**config.mk**
```make
export PLATFORM = sky130hd
export DESIGN_NAME = nibble_serial_adder
export DESIGN_NICKNAME = d
export VERILOG_FILES = /design/src/rtl/nibble_serial_adder_pkg.sv /design/src/rtl/nibble_add4.sv /design/src/rtl/nibble_serial_adder.sv
export SDC_FILE = /design/constraint.sdc
export NUM_CORES = 1
export LEC_CHECK = 0
export CAP_MARGIN = 25
export CORE_MARGIN = 2
export CORE_UTILIZATION = 30
export CTS_CLUSTER_DIAMETER = 50
export DETAILED_ROUTE_END_ITERATION = 10
export GPL_TIMING_DRIVEN = 0
export MAX_ROUTING_LAYER = met4
export SLEW_MARGIN = 10
export SYNTH_ARGS = -nofsm -noshare
export SYNTH_HDL_FRONTEND = slang
export SYNTH_SLANG_ARGS = --single-unit
```
**constraint.sdc**
```tcl
create_clock -name clk -period 2.92 [get_ports clk]
set_input_delay 0.292 -clock clk [delete_from_list [all_inputs] [get_ports clk]]
set_output_delay 0.292 -clock clk [all_outputs]
set_load 0.01 [all_outputs]
```
**src/rtl/nibble_serial_adder_pkg.sv**
```systemverilog
// nibble_serial_adder_pkg: shared nibble width, FSM state encoding and an index-width helper.
package nibble_serial_adder_pkg;
  localparam int NIB_W = 4;
  typedef enum logic [1:0] {S_IDLE, S_RUN, S_DONE} state_e;
  // Minimum bits needed to count v values; never returns less than 1.
  function automatic int clog2(input int v);
    int r;
    r = 0;
    while ((1 << r) < v) r++;
    return (r < 1) ? 1 : r;
  endfunction
endpackage

```
**src/rtl/nibble_add4.sv**
```systemverilog
// nibble_add4: combinational 4-bit ripple adder built from four full-adder cells.
//   a, b : nibble operands   cin : carry in
//   sum  : nibble result     cout : carry out of bit 3
module nibble_add4
  import nibble_serial_adder_pkg::*;
(
  input  logic [NIB_W-1:0] a,
  input  logic [NIB_W-1:0] b,
  input  logic             cin,
  output logic [NIB_W-1:0] sum,
  output logic             cout
);
  logic [NIB_W:0] c;
  assign c[0] = cin;
  for (genvar i = 0; i < NIB_W; i++) begin : g_fa
    assign sum[i]   = a[i] ^ b[i] ^ c[i];
    assign c[i+1]   = (a[i] & b[i]) | (c[i] & (a[i] ^ b[i]));
  end
  assign cout = c[NIB_W];
endmodule

```
**src/rtl/nibble_serial_adder.sv**
```systemverilog
// nibble_serial_adder: WIDTH-bit add/subtract, one nibble per clock through a single 4-bit slice.
//   clk, rst     : clock, synchronous active-high reset
//   start/ready  : request handshake; operands a, b and mode sub sampled on start&ready
//   busy         : nibbles being processed     done : one-cycle result-valid pulse
//   sum/cout/ovf : result, final carry (sub: 1 = no borrow), signed overflow
module nibble_serial_adder
  import nibble_serial_adder_pkg::*;
#(
  parameter int WIDTH = 16
) (
  input  logic             clk,
  input  logic             rst,
  input  logic             start,
  input  logic             sub,
  input  logic [WIDTH-1:0] a,
  input  logic [WIDTH-1:0] b,
  output logic             ready,
  output logic             busy,
  output logic             done,
  output logic [WIDTH-1:0] sum,
  output logic             cout,
  output logic             ovf
);
  localparam int NIBBLES = WIDTH / NIB_W;
  localparam int IDX_W = clog2(NIBBLES);
  localparam logic [IDX_W-1:0] LAST = IDX_W'(NIBBLES - 1);
  state_e           state_q, state_d;
  logic [WIDTH-1:0] opa_q, opb_q, sum_q;
  logic             carry_q, cout_q, ovf_q;
  logic [IDX_W-1:0] idx_q;
  logic [NIB_W-1:0] nib_s;
  logic             nib_c, accept, last;
  assign ready  = (state_q == S_IDLE) || (state_q == S_DONE);
  assign busy   = state_q == S_RUN;
  assign done   = state_q == S_DONE;
  assign accept = start & ready;
  assign last   = idx_q == LAST;
  assign sum    = sum_q;
  assign cout   = cout_q;
  assign ovf    = ovf_q;
  nibble_add4 u_add (
    .a   (opa_q[idx_q*NIB_W +: NIB_W]),
    .b   (opb_q[idx_q*NIB_W +: NIB_W]),
    .cin (carry_q),
    .sum (nib_s),
    .cout(nib_c)
  );
  // Starting from DONE goes straight back to RUN so back-to-back ops have no bubble.
  always_comb begin
    state_d = S_IDLE;
    case (state_q)
      S_IDLE:  state_d = start ? S_RUN : S_IDLE;
      S_RUN:   state_d = last ? S_DONE : S_RUN;
      S_DONE:  state_d = start ? S_RUN : S_IDLE;
      default: state_d = S_IDLE;
    endcase
  end
  // Subtraction is a + ~b + 1: the +1 enters as the initial carry.
  always_ff @(posedge clk) begin
    if (rst) begin
      state_q <= S_IDLE;
      opa_q   <= '0;
      opb_q   <= '0;
      sum_q   <= '0;
      carry_q <= 1'b0;
      cout_q  <= 1'b0;
      ovf_q   <= 1'b0;
      idx_q   <= '0;
    end else begin
      state_q <= state_d;
      if (accept) begin
        opa_q   <= a;
        opb_q   <= sub ? ~b : b;
        carry_q <= sub;
        idx_q   <= '0;
      end else if (busy) begin
        sum_q[idx_q*NIB_W +: NIB_W] <= nib_s;
        carry_q <= nib_c;
        idx_q   <= last ? '0 : idx_q + IDX_W'(1);
        if (last) begin
          cout_q <= nib_c;
          ovf_q  <= (opa_q[WIDTH-1] == opb_q[WIDTH-1]) && (nib_s[NIB_W-1] != opa_q[WIDTH-1]);
        end
      end
    end
  end
endmodule

```
==> results of run 1 <==
-- report_power, final --
group	switching, uW	total (uW)	internal [uW]
Combinational	145	311	166
Clock	242	585	343
Sequential	25.4	815	789
Total	412	1710	1300
-- registers in the layout, summed over array words and instances (netlist names) --
signal	cells
ovf	1
sum	16
cout	1
state_q	2
idx_q	2
opb_q	16
carry_q	1
opa_q	16
-- synthesized netlist by cell type --
cell type / n
and2_1: 1
a21oi_1: 21
mux2i_1: 1
nand3_1: 4
nor2_1: 18
o32ai_1: 16
fa_1: 4
mux4_2: 8
nor2b_1: 4
dfxtp_1: 55
nor3b_2: 1
nand3b_1: 2
inv_1: 25
ha_1: 6
inv_2: 1
buf_2: 6
buf_4: 5
a211oi_1: 17
clkbuf_1: 5
or2_2: 2
nand4_1: 1
a22oi_1: 1
nor4b_1: 1
nor3b_1: 1
nor3_1: 2
nand2b_1: 3
xnor2_1: 16
nand4b_1: 1
nand2_1: 33
nand2b_4: 1
and2_4: 3
o21ai_0: 1
buf_6: 4
-- per-layer routing --
metal	wire length (um)	up-vias	GRT usage [%]	share of wire [%]
met5	0	-	-	0
met4	78	0	3.900	1.3
met3	233	8	2.818	3.9
met2	2993	50	22.49	50
met1	2731	940	16.38	45
li1	-	1061	-	-
-- cells in the final DEF (no fill, tap or decap), types with 3 or more instances in the layout --
| cell | synthesis | layout |
|---|---|---|
| buf_4 | 5 | 12 |
| and2_4 | 3 | 3 |
| o32ai_1 | 16 | 15 |
| nand3_1 | 4 | 4 |
| clkbuf_8 | 0 | 5 |
| clkdlybuf4s50_1 | 0 | 55 |
| inv_1 | 25 | 23 |
| buf_2 | 6 | 5 |
| a21oi_1 | 21 | 21 |
| nand2_1 | 33 | 33 |
| mux4_2 | 8 | 8 |
| inv_2 | 1 | 3 |
| nor2b_1 | 4 | 4 |
| fa_2 | 0 | 4 |
| nor2_1 | 18 | 18 |
| dfxtp_1 | 55 | 53 |
| a211oi_1 | 17 | 16 |
| xnor2_1 | 16 | 16 |
| buf_12 | 0 | 3 |
| ha_1 | 6 | 6 |
| clkbuf_1 | 5 | 6 |
-- logic make-up after synthesis --
group	share of synthesized area, %
AOI/OAI and AO/OA	14.91
xor gates and xnor gates	5.424
adders and majority gates	6.005
buffers and inverters	8.862
DFF	42.62
muxes	7.361
and+or+nand+nor	14.82
-- worst reg2reg max path: stages (launching register included) --
cell,delay (ps)
dfxtp_4,390
buf_12,120
mux4_2,520
fa_2,370
inv_2,60
fa_2,180
fa_2,200
inv_2,40
fa_2,550
buf_4,120
nand2b_4,70
o32ai_1,120
-- metrics by stage --
step,setup TNS (ps),cells
floorplan,0,270
global placement,-389.2,430
detailed placement,-568.4,430
CTS,0,437
global route,-92.90,445
finish,0,445
-- worst min-delay path by stage --
stage / from / end / slack, ps / depth (start not counted)
after CTS: sub / opb_q[2]$_SDFFE_PP0P_ / 370 / 3
after detailed placement: opa_q[1]$_SDFFE_PP0P_ / opa_q[1]$_SDFFE_PP0P_ / 450 / 2
after floorplan: a[0] / opa_q[0]$_SDFFE_PP0P_ / 430 / 2
final: sub / opb_q[3]$_SDFFE_PP0P_ / 370 / 3
after global routing: sub / opb_q[2]$_SDFFE_PP0P_ / 370 / 3
after global placement: opa_q[8]$_SDFFE_PP0P_ / opa_q[8]$_SDFFE_PP0P_ / 440 / 2
-- repair_timing --
action,4_1_cts,5_1_grt
setup endpoints to repair,7,5
hold buffers,0,0
gates resized for setup,8,11
buffers inserted,0,8
pin swaps,0,2
-- area by class of cell --
| type | instances | area (um^2) |
|---|---|---|
| sequential | 55 | 1109 |
| inverter | 26 | 97.59 |
| tap | 105 | 131.4 |
| multi-input combinational | 169 | 1284 |
| clock inverter | 2 | 60.06 |
| timing repair buffer | 63 | 623.1 |
| fill | 841 | 4778 |
| clock buffer | 6 | 72.57 |
| buffer | 19 | 143.9 |
==> flow_metrics.env, run 1 <==
export IMPL_fin_util_pct=42.42
export IMPL_dp_hpwl_um=4480
export IMPL_dp_slack_ps=-118.8
export IMPL_clock_sinks=55
export IMPL_worstPathArrival_ps=3050
export IMPL_r2r_cells=11
export IMPL_drt_iter0_markers=54
export IMPL_yosys_cell_types_count=33
export IMPL_power_total_uw=1710
export IMPL_portBuffers=55
export IMPL_r2r_setup_slack_ps=80
export IMPL_yosys_warnings=0
export IMPL_r2r_end="sum[15]$_SDFFE_PP0P_"
export IMPL_total_leakage_power_uw=0.001234
export IMPL_core_um2=8299
export IMPL_crit_family="adder cells"
export IMPL_finalCriticalPeriod_ps=2836
export IMPL_io_pins=57
export IMPL_start_util_pct=31.13
export IMPL_yosysSeqAreaShare_pct=42.62
export IMPL_cts_htree_levels=2
export IMPL_grt_usage_pct=13.43
export IMPL_dieArea_um2=9371
export IMPL_critical_path_class="flop to flop"
export IMPL_power_density_nw_per_um2=485.7
export IMPL_overflow=0
export IMPL_grt_pass1_wl_um=9860
export IMPL_synth_area_top_cells="dfxtp_1 43%, mux4_2 7.0%, o32ai_1 5.4%"
export IMPL_clock_root_buffer="clkbuf_8"
export IMPL_place_area_um2=3266
export IMPL_worstMarginPinSlew_ps=486.7
export IMPL_drt_pass1_iter_count=4
export IMPL_clk_path_buf_depth=2
export IMPL_crit_cells=11
export IMPL_syn_area_per_cell_um2=9.569
export IMPL_hold_path_class="primary input to flop"
export IMPL_cp_slowest_cell="fa_2"
export IMPL_viasPerCell=4.627
export IMPL_slowest_delay_ps=550
export IMPL_cts_made_buffers=5
export IMPL_nets=385
export IMPL_path_clk_slew_ps=90
export IMPL_status="complete, no violations"
export IMPL_fp_dieW_um=96.81
export IMPL_maxSlewViolCount=0
export IMPL_cp_end_kind="flop"
export IMPL_vias=2059
export IMPL_drc=0
export IMPL_fin_hold_ws_ps=370.7
export IMPL_clock_fmax_ghz=0.3526
export IMPL_syn_inst=270
export IMPL_drive_above_1_share_pct=16.47
export IMPL_synth_fp_nets=316
export IMPL_detail_route_antenna_nets=0
export IMPL_hold_violations=0
export IMPL_crit_buf_inv=4
export IMPL_fin_ws_ps=83.71
export IMPL_cp_required_ps=3140
export IMPL_critPathLaunchType="flop"
export IMPL_r2r_start="idx_q[1]$_SDFFE_PP0P_"
export IMPL_maxSlewHeadroom_pct=67.55
export IMPL_grt_max_degree=17
export IMPL_fp_row_count=33
export IMPL_synth_top_area_cell="dfxtp_1"
export IMPL_crit_start="idx_q[1]$_SDFFE_PP0P_"
export IMPL_postLayoutCellArea_um2=3521
export IMPL_rsz0062_at_grt="yes"
export IMPL_max_cap_viol_count=0
export IMPL_cp_max_fo=6
export IMPL_synth_area_um2=2584
export IMPL_cpMostUsedCell="fa_2"
export IMPL_die_y_um=96.81
export IMPL_antenna_found_initial=0
export IMPL_synth_seq_cells=55
export IMPL_min_period_over_period_pct=97.13
export IMPL_setup_viol=0
export IMPL_first_global_vias=2041
export IMPL_netlist_area_leader_share_pct=42.62
export IMPL_endpoint="sum[15]$_SDFFE_PP0P_"
export IMPL_post_drt_wl_per_cell_um=13.56
export IMPL_cts_tree="done"
export IMPL_wirelength_um=6036
export IMPL_skew_ps=6.628
export IMPL_routabilityCongestion=0.7804
export IMPL_antennaDiodeCount=0
export IMPL_synthToLayoutAreaGrowth_pct=36.27
export IMPL_clk_latency_ps=310
export IMPL_path_cells="buf_12 > mux4_2 > fa_2 > inv_2 > fa_2 > fa_2 > inv_2 > fa_2 > buf_4 > nand2b_4 > o32ai_1"
export IMPL_ir_worst_vdd_mv=0.1851
Power figures use the tool's default switching activity.
==> run 2: changes to the inputs <==
- CORE_MARGIN: 2 -> not set
==> run 2 against run 1 <==
  * Fmax down 0.26%
  * Wire length decreased by 1.9%
  * Via count increased by 0.44%
  * Critical path depth down 1
  * Die area down 4.1%
  * Sequential share of layout area rose by 0.32 points
  * Sequential cell count did not move
==> flow_metrics.env, run 2 (synthesized netlist as in run 1, its figures left out) <==
export IMPL_hold_violations=0
export IMPL_antenna_found_initial=0
export IMPL_cp_slowest_cell="mux4_2"
export IMPL_clk_path_buf_depth=2
export IMPL_cp_required_ps=3160
export IMPL_power_density_nw_per_um2=443.2
export IMPL_clock_sinks=55
export IMPL_dp_hpwl_um=4414
export IMPL_final_cell_count_no_fill=448
export IMPL_first_global_vias=1980
export IMPL_grt_usage_pct=14.27
export IMPL_status="complete, no violations"
export IMPL_detail_route_antenna_nets=0
export IMPL_min_period_over_period_pct=97.39
export IMPL_final_common_cell="clkdlybuf4s50_1"
export IMPL_critical_path_class="flop to flop"
export IMPL_min_to="opb_q[3]$_SDFFE_PP0P_"
export IMPL_grt_max_degree=16
export IMPL_fin_util_pct=42.21
export IMPL_post_drt_wl_per_cell_um=13.22
export IMPL_worstMarginPinSlew_ps=497.7
export IMPL_finalCriticalPeriod_ps=2844
export IMPL_dieArea_um2=8988
export IMPL_wirelength_um=5922
export IMPL_critPathLaunchType="flop"
export IMPL_drt_pass1_iter_count=4
export IMPL_setup_viol=0
export IMPL_fp_dieW_um=94.81
export IMPL_clock_fmax_ghz=0.3516
export IMPL_r2r_start="idx_q[0]$_SDFFE_PP0P_"
export IMPL_crit_buf_inv=3
export IMPL_io_pins=57
export IMPL_maxSlewHeadroom_pct=66.82
export IMPL_power_total_uw=1545
export IMPL_grt_pass1_wl_um=9418
export IMPL_cp_max_fo=12
export IMPL_die_y_um=94.81
export IMPL_skew_ps=9.764
export IMPL_drive_above_1_share_pct=17.20
export IMPL_path_cells="buf_12 > mux4_2 > fa_2 > inv_2 > fa_2 > fa_2 > inv_2 > fa_2 > nand3b_1 > a211oi_2"
export IMPL_clock_root_buffer="clkbuf_8"
export IMPL_ir_worst_vdd_mv=0.2158
export IMPL_r2r_end="ovf$_SDFFE_PP0P_"
export IMPL_cts_htree_levels=2
export IMPL_clk_latency_ps=310
export IMPL_cp_end_kind="flop"
export IMPL_hold_path_class="primary input to flop"
export IMPL_overflow=0
export IMPL_crit_family="adder cells"
export IMPL_postLayoutCellArea_um2=3486
export IMPL_viasPerCell=4.616
export IMPL_holdCritStartpoint="sub"
export IMPL_vias=2068
export IMPL_path_clk_slew_ps=100
export IMPL_slowest_delay_ps=520
export IMPL_core_um2=8258
export IMPL_worstPathArrival_ps=3080
export IMPL_fp_row_count=33
export IMPL_r2r_cells=10
export IMPL_place_area_um2=3266
export IMPL_hold_depth=3
export IMPL_nets=389
export IMPL_r2r_setup_slack_ps=80
export IMPL_drc=0
export IMPL_portBuffers=55
export IMPL_maxSlewViolCount=0
export IMPL_routabilityCongestion=0.7812
export IMPL_synthToLayoutAreaGrowth_pct=34.92
export IMPL_rsz0062_at_grt="yes"
export IMPL_start_util_pct=31.29
export IMPL_cts_tree="done"
export IMPL_cts_made_buffers=5
export IMPL_place_inst=430
export IMPL_cpMostUsedCell="fa_2"
export IMPL_total_leakage_power_uw=0.001232
export IMPL_final_cell_mix="55 x clkdlybuf4s50_1, 53 x dfxtp_1, 33 x nand2_1, 23 x inv_1, 21 x a21oi_1"
export IMPL_crit_start="idx_q[0]$_SDFFE_PP0P_"
export IMPL_max_cap_viol_count=0
export IMPL_antennaDiodeCount=0
export IMPL_drt_iter0_markers=47
[run 2: power by group]
part           total [uW]  switching, uW  internal, uW
Combinational         309            144           165
Sequential            815           25.5           789
Clock                 421            234           187
Total                1540            404          1140
[run 2: worst max path at each step]
| stage | to | slack, ps | cells past startpoint |
|---|---|---|---|
| finish | ovf$_SDFFE_PP0P_ | 80 | 10 |
| floorplan | ovf$_SDFFE_PP0P_ | 120 | 11 |
| CTS | ovf$_SDFFE_PP0P_ | 10 | 10 |
| detailed placement | sum[11]$_SDFFE_PP0P_ | -150 | 10 |
| global route | ovf$_SDFFE_PP0P_ | -60 | 10 |
| global placement | sum[15]$_SDFFE_PP0P_ | -90 | 10 |
[run 2: final cells by class]
class,count,area [um^2]
Buffer,19,143.9
Clock buffer,6,82.58
Clock inverter,1,5.005
Fill cell,834,4772
Inverter,26,97.59
Multi-Input combinational cell,169,1276
Sequential cell,55,1109
Tap cell,105,131.4
Timing Repair Buffer,67,640.6
[run 2: repair_timing]
item                       CTS  global route
hold buffers                 0             0
pin swaps                    0             2
buffers inserted             0            12
gates resized for setup      7            11
setup endpoints to repair    6             5
[run 2: metal layers]
| layer | up-vias | global-route usage, % | wire (um) |
|---|---|---|---|
| met5 | - | - | 0 |
| met4 | 0 | 3.788 | 82 |
| met3 | 8 | 2.899 | 215 |
| met2 | 48 | 23.98 | 2974 |
| met1 | 948 | 17.36 | 2649 |
| li1 | 1064 | - | - |
[run 2: through the flow]
stage | worst slack (ps) | TNS, ps | hold slack, ps
floorplan | 116.0 | 0 | 428.0
global placement | -88.12 | -386.5 | 440.2
detailed placement | -145.2 | -630.4 | 446.7
CTS | 11.39 | 0 | 366.8
global route | -64.54 | -64.54 | 374.5
finish | 76.25 | 0 | 368.5
[run 2: tightest hold or removal path: cells and delay by family]
| kind | cells | cell delay (ps) |
|---|---|---|
| buf+inv | 1 | 150 |
| xor+xnor | 1 | 120 |
| compound gates | 1 | 60 |
